<file path="src/rtl/gray_pkg.sv">
// Shared types and helpers for the Gray counter and its far-side decoder.
// gray2bin is provided for checkers; the datapath only needs bin2gray.
package gray_pkg;

  localparam int GRAY_DEFAULT_WIDTH = 3;
  localparam int GRAY_MAX_WIDTH     = 64;

  // What the counter does to its binary register on a given edge.
  typedef enum logic [1:0] {
    STEP_HOLD = 2'd0,
    STEP_LOAD = 2'd1,
    STEP_UP   = 2'd2,
    STEP_DOWN = 2'd3
  } step_e;

  // Callers zero-extend to GRAY_MAX_WIDTH and truncate the result.
  function automatic logic [GRAY_MAX_WIDTH-1:0] bin2gray(input logic [GRAY_MAX_WIDTH-1:0] b);
    return b ^ (b >> 1);
  endfunction

  // Prefix XOR from the MSB down recovers the binary value.
  function automatic logic [GRAY_MAX_WIDTH-1:0] gray2bin(input logic [GRAY_MAX_WIDTH-1:0] g);
    logic [GRAY_MAX_WIDTH-1:0] b;
    b[GRAY_MAX_WIDTH-1] = g[GRAY_MAX_WIDTH-1];
    for (int i = GRAY_MAX_WIDTH - 2; i >= 0; i--) begin
      b[i] = b[i+1] ^ g[i];
    end
    return b;
  endfunction

endpackage

</file>
<file path="src/rtl/bin_to_gray.sv">
// Combinational binary-to-Gray encoder, one instance per counter, placed on
// the next-state binary value so the Gray output can be registered directly.
module bin_to_gray #(
  parameter int DATA_WIDTH = 3
) (
  input  logic [DATA_WIDTH-1:0] bin,
  output logic [DATA_WIDTH-1:0] gray
);

  // Each Gray bit is the XOR of adjacent binary bits; the MSB passes through.
  always_comb begin
    gray = bin ^ (bin >> 1);
  end

endmodule

</file>
<file path="src/rtl/gray_counter.sv">
// Registered binary counter with a registered Gray-coded copy, used as an
// async-FIFO pointer source. Both bin and gray come straight from flops.
// Build option: GRAY_COUNTER_UPDOWN_EN adds a dir input (0 = up, 1 = down).
module gray_counter
  import gray_pkg::*;
#(
  parameter int DATA_WIDTH = GRAY_DEFAULT_WIDTH
) (
  input  logic                  clk,
  input  logic                  resetn,
  input  logic                  en,
`ifdef GRAY_COUNTER_UPDOWN_EN
  input  logic                  dir,
`endif
  input  logic                  load,
  input  logic [DATA_WIDTH-1:0] load_bin,
  output logic [DATA_WIDTH-1:0] gray,
  output logic [DATA_WIDTH-1:0] bin,
  output logic                  wrap
);

  localparam logic [DATA_WIDTH-1:0] BIN_MAX = '1;
  localparam logic [DATA_WIDTH-1:0] BIN_ONE = DATA_WIDTH'(1);

  logic [DATA_WIDTH-1:0] bin_d,  bin_q;
  logic [DATA_WIDTH-1:0] gray_d, gray_q;
  logic                  wrap_d, wrap_q;
  logic                  count_down;
  step_e                 step_kind;

`ifdef GRAY_COUNTER_UPDOWN_EN
  assign count_down = dir;
`else
  assign count_down = 1'b0;
`endif

  // Classify this edge: load wins over a count step, otherwise hold.
  always_comb begin
    step_kind = STEP_HOLD;
    if (load) begin
      step_kind = STEP_LOAD;
    end else if (en) begin
      step_kind = count_down ? STEP_DOWN : STEP_UP;
    end
  end

  // Next binary value and wrap flag; wrap only marks a count rolling over,
  // never a load, so loading 0 leaves it low.
  always_comb begin
    bin_d  = bin_q;
    wrap_d = 1'b0;
    case (step_kind)
      STEP_LOAD: begin
        bin_d = load_bin;
      end
      STEP_UP: begin
        bin_d  = bin_q + BIN_ONE;
        wrap_d = (bin_q == BIN_MAX);
      end
      STEP_DOWN: begin
        bin_d  = bin_q - BIN_ONE;
        wrap_d = (bin_q == '0);
      end
      default: begin
        bin_d  = bin_q;
        wrap_d = 1'b0;
      end
    endcase
  end

  bin_to_gray #(
    .DATA_WIDTH(DATA_WIDTH)
  ) u_bin_to_gray (
    .bin  (bin_d),
    .gray (gray_d)
  );

  // Counter, Gray copy and wrap pulse; reset clears all three immediately.
  always_ff @(posedge clk or negedge resetn) begin
    if (!resetn) begin
      bin_q  <= '0;
      gray_q <= '0;
      wrap_q <= 1'b0;
    end else begin
      bin_q  <= bin_d;
      gray_q <= gray_d;
      wrap_q <= wrap_d;
    end
  end

  assign bin  = bin_q;
  assign gray = gray_q;
  assign wrap = wrap_q;

`ifdef FORMAL
  logic  past_valid_q;
  step_e step_q;

  // Remembers which kind of step produced the current outputs.
  always_ff @(posedge clk or negedge resetn) begin
    if (!resetn) begin
      past_valid_q <= 1'b0;
      step_q       <= STEP_HOLD;
    end else begin
      past_valid_q <= 1'b1;
      step_q       <= step_kind;
    end
  end

  a_gray_enc : assert property (@(posedge clk) disable iff (!resetn)
    gray_q == DATA_WIDTH'(bin2gray(GRAY_MAX_WIDTH'(bin_q))));

  a_one_bit : assert property (@(posedge clk) disable iff (!resetn)
    (past_valid_q && (step_q == STEP_UP || step_q == STEP_DOWN))
      |-> ($countones(gray_q ^ $past(gray_q)) == 1));

  c_wrap : cover property (@(posedge clk) disable iff (!resetn) wrap_q);
`endif

endmodule

</file>
<file path="config.mk">
export PLATFORM = sky130hd
export DESIGN_NAME = gray_counter
export DESIGN_NICKNAME = d
export VERILOG_FILES = /design/src/rtl/gray_pkg.sv /design/src/rtl/bin_to_gray.sv /design/src/rtl/gray_counter.sv
export SDC_FILE = /design/constraint.sdc
export NUM_CORES = 1
export LEC_CHECK = 0
export BUFFER_PORTS_ARGS = -buffer_cell sky130_fd_sc_hd__buf_4
export CORE_AREA = 2 2 39 41
export CTS_BUF_LIST = sky130_fd_sc_hd__clkbuf_8
export DETAILED_ROUTE_END_ITERATION = 6
export DIE_AREA = 0 0 41 43
export PLACE_DENSITY = 0.45
export SLEW_MARGIN = 20
export SYNTH_ARGS = -nofsm -noshare
export SYNTH_HDL_FRONTEND = slang
export SYNTH_SLANG_ARGS = --single-unit
export TNS_END_PERCENT = 5
</file>
<file path="constraint.sdc">
create_clock -name clk -period 4.5 [get_ports clk]
set_input_delay 0.45 -clock clk [delete_from_list [all_inputs] [get_ports clk]]
set_output_delay 0.45 -clock clk [all_outputs]
set_load 0.03 [all_outputs]
</file>
==> flow_summary.ini, run 1 <==
[run_status]
status = finished, final reports clean

[synth]
synth_cells = 23
seq_area_frac_synth = 0.5405
synth_cell_type_count = 15
yosys_register_bits = 6
yosysWarnings = 0
yosys.area.top_type = dfrtp_1
syn_area_um2 = 277.8
synth_nets = 31
synth_common_cells = dfrtp_1 (6), xnor2_1 (3), nand2_1 (2)
synth_edf_count = 0
avgSynthCellArea_um2 = 12.08
synthArstFlopShare = 1.000
synth_flop_cell = dfrtp_1
synth_top_area_frac = 0.5405
synthTopCellsByArea = dfrtp_1 (54%), xnor2_1 (9.5%), mux2i_2 (5.0%), ha_1 (4.5%), mux2_1 (4.1%)
yosysMostFrequentCell = dfrtp_1

[grt]
antenna_found_initial = 0
grt_overflow = 0
grt_pass1_vias = 186
gr-usage-all-layers = 0.08089
grt_pass1_wl_um = 800
grt_max_degree = 8

[floorplanning]
die_area_um2 = 1763
die_w_um = 41
start_util = 0.2007
die_h_um = 43
coreArea_um2 = 1384
rows = 14
pin_count = 14

[clock_network]
cts_sinks = 6
cts_tree = built
clock_latency_ns = 0.22
cts_buffers = 3
post_cts_buffers = 0
ctsResizeCount = 0
clockBufferDepth = 2
root_buffer = clkbuf_8
cts-hold-fix-buffers = 0
path_clk_slew_ns = 0.04
htree_levels = 1

[sta]
fin_hold_ws_ns = 0.02740
tns_ns = 0
max_freq_mhz = 676.5
maxSlewHeadroom = 0.8033
min_period_over_period = 0.3285
finalWorstSetupSlack_ns = 3.022
hold_viol = 0
setup_viol = 0
slew_viol_final = 0
worst_pin_slew_ns = 0.2920
clock_skew_ns = 0.002295
rsz0062_at_grt = no
fin_crit_ns = 1.478

[detailed_routing]
viasPerCell = 3.962
first_pass_iters = 2
ant_nets = 0
postRouteWirelength_um = 537
drtIter0Drc = 1
vias = 210
wl_per_cell_um = 10.13
drc = 0

[worst_setup_path]
ff2ff_setup_slack_ns = 3.02
path_max_fanout = 4
r2r-end = gray[0]
ff2ff_path_depth = 4
required_ns = 4.64
arrival_ns = 1.62
critPathLaunchType = flip-flop
crit_start = bin[0]
timing_worst_setup_path_type = flip-flop to flip-flop
slowest_delay_ns = 0.41
r2r-start = bin[0]
crit_slowest_cell = dfrtp_1
critPathCaptureType = flip-flop
path_cells = ha_1 > mux2_1 > mux2i_2 > xnor2_1

[power]
leakage_nw = 0.2005
ir_drop_uv = 148.9
fin_total_pwr_mw = 0.2163
power_density_nw_per_um2 = 508.3

[finish]
final_core_util = 0.3074
drive_gt1_frac = 0.4595
antenna_cells = 0
fillCellCount = 155
layout.nets = 47
area_delta_synth_final_pct = 53.15

[hold_path]
hold_path_class = primary input to async pin

[job]
cap_violations = 0

[place]
port_buffers = 13
pre_cts_ws_ns = 3.012
gp_congestion = 0.7846
cell type report:
class	count	area, um^2	share of cell area
flip-flops and latches	6	150.1	0.3529
multi-input cells	14	112.6	0.2647
repair buffers	13	97.59	0.2294
clock buffers	3	41.29	0.09706
well taps	16	20.02	0.04706
inverters	1	3.754	0.008824
worst max path at each step:
stage              end  slack (ns)  depth (start not counted)
3_5_place_dp   gray[0]        3.01                          4
6_report       gray[0]        3.02                          4
4_1_cts        gray[0]        3.00                          4
5_1_grt        gray[1]        2.95                          4
3_3_place_gp   gray[1]        3.02                          4
2_1_floorplan  gray[1]        2.89                          5
worst max-delay path: cells and delay by family, from the launching register on:
family / cells / cell delay [ns]
DFF: 1 / 0.41
muxes: 2 / 0.54
xor gates and xnor gates: 1 / 0.15
adders and majority gates: 1 / 0.30
flip-flops by register name, summed over array words and instances, names as in the netlist:
signal  flops
bin         3
gray        2
wrap        1
placed cells by master (no fill, tap or decap):
cell / netlist / layout
mux2i_2: 1 / 1
buf_4: 1 / 13
o21ai_0: 1 / 1
nand2_1: 2 / 2
a221o_1: 1 / 1
mux2_1: 1 / 1
xnor2_1: 3 / 3
nor2_1: 1 / 1
nand4_1: 1 / 1
dfrtp_1: 6 / 6
ha_1: 1 / 1
nor2b_1: 1 / 1
inv_1: 1 / 1
nor4bb_1: 1 / 1
clkbuf_8: 0 / 3
metal layers:
metal / global-route usage / vias up / share of wire
li1: - / 105 / -
met1: 0.08553 / 95 / 0.42
met2: 0.08438 / 10 / 0.46
met3: 0.07853 / 0 / 0.11
met4: 0.08000 / 0 / 0
met5: 0 / - / 0
power by group:
group	switching, mW	total (mW)	internal (mW)
registers	0.00617	0.0701	0.0639
logic	0.0369	0.0649	0.0280
clock network	0.0237	0.0813	0.0575
total	0.0668	0.216	0.149
through the flow:
step / area (um^2) / instances
finish: 425.4 / 53
global route: 425.4 / 53
CTS: 425.4 / 53
detailed placement: 384.1 / 50
global placement: 384.1 / 50
floorplan: 277.8 / 23
kinds of logic after synthesis:
group,after synthesis,share of synthesized area
compound gates,2,0.05404
xor+xnor,3,0.09461
mux,2,0.09008
fa+ha+maj,1,0.04504
flops,6,0.5405
buf+inv,3,0.05404
simple gates,6,0.1216
(Power assumes the default switching activity.)
==> inputs of run 2 (changes only) <==
==> constraint.sdc (replaced) <==
create_clock -name clk -period 1.49 [get_ports clk]
set_input_delay 0.149 -clock clk [delete_from_list [all_inputs] [get_ports clk]]
set_output_delay 0.149 -clock clk [all_outputs]
set_load 0.03 [all_outputs]
==> flow_summary.ini, run 2 (same netlist as run 1, synthesis figures left out) <==
[worst_setup_path]
required_ns = 1.59
crit_start = bin[1]
critPathCaptureType = flip-flop
r2r-end = gray[1]
ff2ff_setup_slack_ns = 0.09
critPathLaunchType = flip-flop
path_max_fanout = 4
ff2ff_path_depth = 4
arrival_ns = 1.50
r2r-start = bin[1]
timing_worst_setup_path_type = flip-flop to flip-flop
critPathCapture = gray[1]

[clock_network]
root_buffer = clkbuf_8
clock_latency_ns = 0.22
cts_sinks = 6
path_clk_slew_ns = 0.04
clockBufferDepth = 2
htree_levels = 1
cts_tree = built
cts_buffers = 3
ctsResizeCount = 0

[finish]
multi_input_area_um2 = 125.1
area_delta_synth_final_pct = 65.77
drive_gt1_frac = 0.5000
antenna_cells = 0
largest_reg_flops = 3
final_cell_mix = buf_4 (14), dfrtp_1 (5), xnor2_1 (3), clkbuf_8 (3)
layout_commonest_cell = buf_4
fillCellCount = 154
seq_area_um2 = 151.4
layout.nets = 49

[sta]
rsz0062_at_grt = no
min_period_over_period = 0.9379
worst_pin_slew_ns = 0.3232
hold_viol = 0
fin_crit_ns = 1.397
setup_viol = 0
slew_viol_final = 0
tns_ns = 0
max_freq_mhz = 715.6
maxSlewHeadroom = 0.7822
clock_skew_ns = 0.004766

[detailed_routing]
vias = 221
first_pass_iters = 4
drtIter0Drc = 1
postRouteWirelength_um = 617
drc = 0
ant_nets = 0
wl_per_cell_um = 11.02
viasPerCell = 3.946

[power]
power_density_nw_per_um2 = 1488
ir_drop_uv = 533.7
leakage_nw = 0.2192
fin_total_pwr_mw = 0.6852

[grt]
grt_max_degree = 8
antenna_found_initial = 0
grt_pass1_vias = 221
gr-usage-all-layers = 0.09082
grt_pass1_wl_um = 945
grt_overflow = 0

[hold_path]
hold_path_class = primary input to flip-flop
min_path_cells = 2

[place]
gp_congestion = 0.7617
port_buffers = 13

[floorplanning]
start_util = 0.2007
rows = 14
die_h_um = 43
die_area_um2 = 1763
die_w_um = 41
pin_count = 14
coreArea_um2 = 1384

[job]
cap_violations = 0

[run_status]
status = finished, final reports clean
run 2: how the worst min path moves through the flow:
stage          startpoint  endpoint
3_3_place_gp       resetn      wrap
5_1_grt              load      wrap
6_report             load      wrap
4_1_cts              load      wrap
3_5_place_dp       resetn      wrap
2_1_floorplan      resetn    bin[0]
run 2: power breakdown:
part           internal (mW)  total (mW)  leakage (nW)  switching, mW
combinational          0.102       0.224         0.120          0.122
clock                  0.177       0.250        0.0269         0.0733
sequential             0.194       0.211        0.0720         0.0167
run 2: worst max-delay path: stages (launching register included):
cell and delay, ns:
dfrtp_2 0.42, ha_1 0.29, mux2_4 0.27, mux2i_4 0.19, xnor2_1 0.10
run 2: final cells by class:
cell class | count | area share
inverters | 1 | 0.008152
multi-input cells | 14 | 0.2717
well taps | 16 | 0.04348
clock inverters | 1 | 0.008152
flip-flops and latches | 6 | 0.3288
clock buffers | 3 | 0.08967
repair buffers | 15 | 0.2500
run 2: repair_timing:
action | in CTS | in global routing
buffers inserted | 0 | 0
hold buffers | 1 | 0
hold endpoints to repair | 6 | 0
run 2: metal layers:
| layer | global-route usage | share of wire | up-vias |
|---|---|---|---|
| met5 | 0 | 0 | - |
| met2 | 0.1313 | 0.52 | 14 |
| met3 | 0.04712 | 0.10 | 2 |
| met4 | 0.08000 | 0.018 | 0 |
| li1 | - | - | 111 |
| met1 | 0.08824 | 0.36 | 94 |
run 2: per-stage QoR:
step / instances / hold slack, ns / setup slack [ns] / utilization / cell area, um^2
2_1_floorplan: 23 / -0.1466 / 0.006855 / - / 291.5
3_3_place_gp: 51 / -0.03975 / 0.1442 / 0.2929 / 405.4
3_5_place_dp: 51 / -0.03920 / 0.08781 / 0.2929 / 405.4
4_1_cts: 56 / 0.1535 / 0.07754 / 0.3327 / 460.4
5_1_grt: 56 / 0.1686 / 0.03921 / 0.3327 / 460.4
6_report: 56 / 0.1573 / 0.09251 / 0.3327 / 460.4
==> inputs of run 3 (changes only) <==
--- a/config.mk
+++ b/config.mk
@@ -5,12 +5,13 @@
 export SDC_FILE = /design/constraint.sdc
 export NUM_CORES = 1
 export LEC_CHECK = 0
+export ABC_AREA = 1
 export BUFFER_PORTS_ARGS = -buffer_cell sky130_fd_sc_hd__buf_4
 export CORE_AREA = 2 2 39 41
 export CTS_BUF_LIST = sky130_fd_sc_hd__clkbuf_8
 export DETAILED_ROUTE_END_ITERATION = 6
 export DIE_AREA = 0 0 41 43
-export PLACE_DENSITY = 0.45
+export PLACE_DENSITY = 0.52
 export SLEW_MARGIN = 20
 export SYNTH_ARGS = -nofsm -noshare
 export SYNTH_HDL_FRONTEND = slang
==> flow_summary.ini, run 3 <==
[detailed_routing]
drtIter0Drc = 2
ant_nets = 0
drc = 0
viasPerCell = 4.061
postRouteWirelength_um = 709
first_pass_iters = 2
vias = 333
wl_per_cell_um = 8.646

[worst_setup_path]
arrival_ns = 1.28
critPathCaptureType = flip-flop
ff2ff_setup_slack_ns = 0.32
ff2ff_path_depth = 6
critPathLaunchType = flip-flop
r2r-end = gray[0]
path_max_fanout = 4
timing_worst_setup_path_type = flip-flop to flip-flop
required_ns = 1.60
r2r-start = bin[0]

[grt]
gr-usage-all-layers = 0.09778
grt_pass1_wl_mm = 1.104
grt_overflow = 0
antenna_found_initial = 0
grt_max_degree = 7
grt_pass1_vias = 295

[finish]
largest_reg_flops = 3
layout_commonest_cell = nand2_1
antenna_cells = 0
fin_cells = 82
final_cell_mix = nand2_1 (17), buf_4 (13), inv_1 (8)
drive_gt1_frac = 0.4091
fillCellCount = 157
final_core_util = 0.3788
layout.nets = 76
area_delta_synth_final_pct = 43.00

[synth]
synth_cell_type_count = 14
synth_flop_cell = dfrtp_1
synth_common_cells = nand2_1 (17), inv_1 (8), dfrtp_1 (6), nand2_2 (4), nor2_2 (4)
synth_top_family_by_area = simple AND/OR/NAND/NOR gates
synth_nets = 59
avgSynthCellArea_um2 = 7.188
synthSimpleGateAreaFrac = 0.4232
syn_area_um2 = 366.6
synth-adder-area-share = 0.03413
synth.area.mux_share = 0
synth_top_area_frac = 0.4096
yosysMostFrequentCell = nand2_1
synthXorXnorAreaFrac = 0
seq_area_frac_synth = 0.4096
synthArstFlopShare = 1.000
yosys_register_bits = 6
synth_cells = 51
yosys.area.top_type = dfrtp_1
synth_edf_count = 0
synth_compound_area_frac = 0
synthTopCellsByArea = dfrtp_1 (41%), nand2_1 (17%), inv_1 (8.2%), nand2_2 (6.8%), nor2_2 (6.8%)
yosysWarnings = 0

[floorplanning]
rows = 14
start_util = 0.2649
pin_count = 14
die_w_um = 41
die_h_um = 43
die_area_um2 = 1763
coreArea_um2 = 1384

[clock_network]
htree_levels = 1
path_clk_slew_ns = 0.03
root_buffer = clkbuf_8
clockBufferDepth = 2
post_cts_buffers = 0
cts_buffers = 3
cts_sinks = 6
cts_tree = built
clock_latency_ns = 0.22

[sta]
clock_skew_ns = 0.0002631
setup_viol = 0
fin_crit_ns = 1.169
worst_pin_slew_ns = 0.1563
maxSlewHeadroom = 0.8950
slew_viol_final = 0
tns_ns = 0
min_period_over_period = 0.7848
rsz0062_at_grt = no
max_freq_mhz = 855.2
hold_viol = 0
finalWorstSetupSlack_ns = 0.3207

[hold_path]
min_path_cells = 3
holdPathEnd = bin[0]
worstHoldStart = load_bin[0]
hold_path_class = primary input to flip-flop

[place]
dp.cells = 78
port_buffers = 13
gp_congestion = 0.7753
hpwl_um = 611.7
pre_cts_ws_ns = 0.3195

[power]
p_sw_mw = 0.1923
intPower_mw = 0.4299
p_clk_frac = 0.377
leakage_nw = 0.3051
p_sw_frac = 0.3090
combPwrFrac = 0.302
ir_drop_uv = 598.2
power_density_nw_per_um2 = 1187
pwr-share-seq = 0.320

[run_status]
status = finished, final reports clean

[job]
cap_violations = 0
-- run 3: changes by cell type after synthesis, moves of 2 or more --
cell	change
nor2_2	+4
inv_1	+7
xnor2_1	-3
nand3_1	+2
nand2_1	+15
inv_2	+2
nand2_2	+4
-- run 3: worst max-delay path by stage --
stage | cells after the start | to | slack [ns] | startpoint
2_1_floorplan | 8 | gray[1] | 0.21 | bin[1]
3_5_place_dp | 6 | gray[0] | 0.32 | bin[0]
3_3_place_gp | 6 | gray[1] | 0.32 | bin[0]
4_1_cts | 6 | gray[0] | 0.31 | bin[0]
6_report | 6 | gray[0] | 0.32 | bin[0]
5_1_grt | 6 | gray[0] | 0.26 | bin[0]
-- run 3: kinds of logic (layout without fill, tap and decap cells) --
family,after synthesis,in the layout
adders and majority gates,1,1
buffers and inverters,12,27
DFF,6,6
and+or+nand+nor,32,32
-- run 3: cell type report --
class                      count  area, um^2  area share
clock buffer                   3       41.29     0.07876
tap                           16       20.02     0.03819
multi-input combinational     33       167.7      0.3198
inverter                      10       37.54     0.07160
sequential                     6       150.1      0.2864
timing repair buffer          14       107.6      0.2053
-- run 3: metal layers --
layer / share of wire / vias to the layer above / wire length, um / GRT usage
met3: 0.082 / 0 / 58 / 0.06283
met2: 0.49 / 13 / 348 / 0.1500
met1: 0.43 / 140 / 302 / 0.1010
li1: - / 180 / - / -
met4: 0 / 0 / 0 / 0.04000
met5: 0 / - / 0 / 0
-- run 3: power by group through the flow --
stage | clock, mW | combinational [mW] | sequential (mW)
2_1_floorplan | 0 | 0.0845 | 0.242
3_3_place_gp | 0 | 0.189 | 0.201
3_5_place_dp | 0 | 0.189 | 0.202
4_1_cts | 0.240 | 0.191 | 0.200
5_1_grt | 0.255 | 0.207 | 0.202
6_report | 0.235 | 0.188 | 0.199
-- run 3: metrics by stage --
step | total power, mW | cell area, um^2 | hold WS, ns
2_1_floorplan | 0.3265 | 366.6 | -0.1466
3_3_place_gp | 0.3899 | 473.0 | -0.04078
3_5_place_dp | 0.3912 | 473.0 | -0.03839
4_1_cts | 0.6318 | 524.3 | 0.2039
5_1_grt | 0.6637 | 524.3 | 0.2082
6_report | 0.6222 | 524.3 | 0.2002
-- run 3: worst max-delay path, stage by stage, from the launching register on --
cell and delay [ns]:
dfrtp_1 0.41, ha_1 0.29, inv_1 0.03, nand2_1 0.08
nand3_1 0.10, nand2_1 0.08, nand2_1 0.05
-- run 3: timing repair --
action / CTS / global route
hold endpoints to repair: 6 / 0
hold buffers: 1 / 0
gates resized for setup: 0 / 0
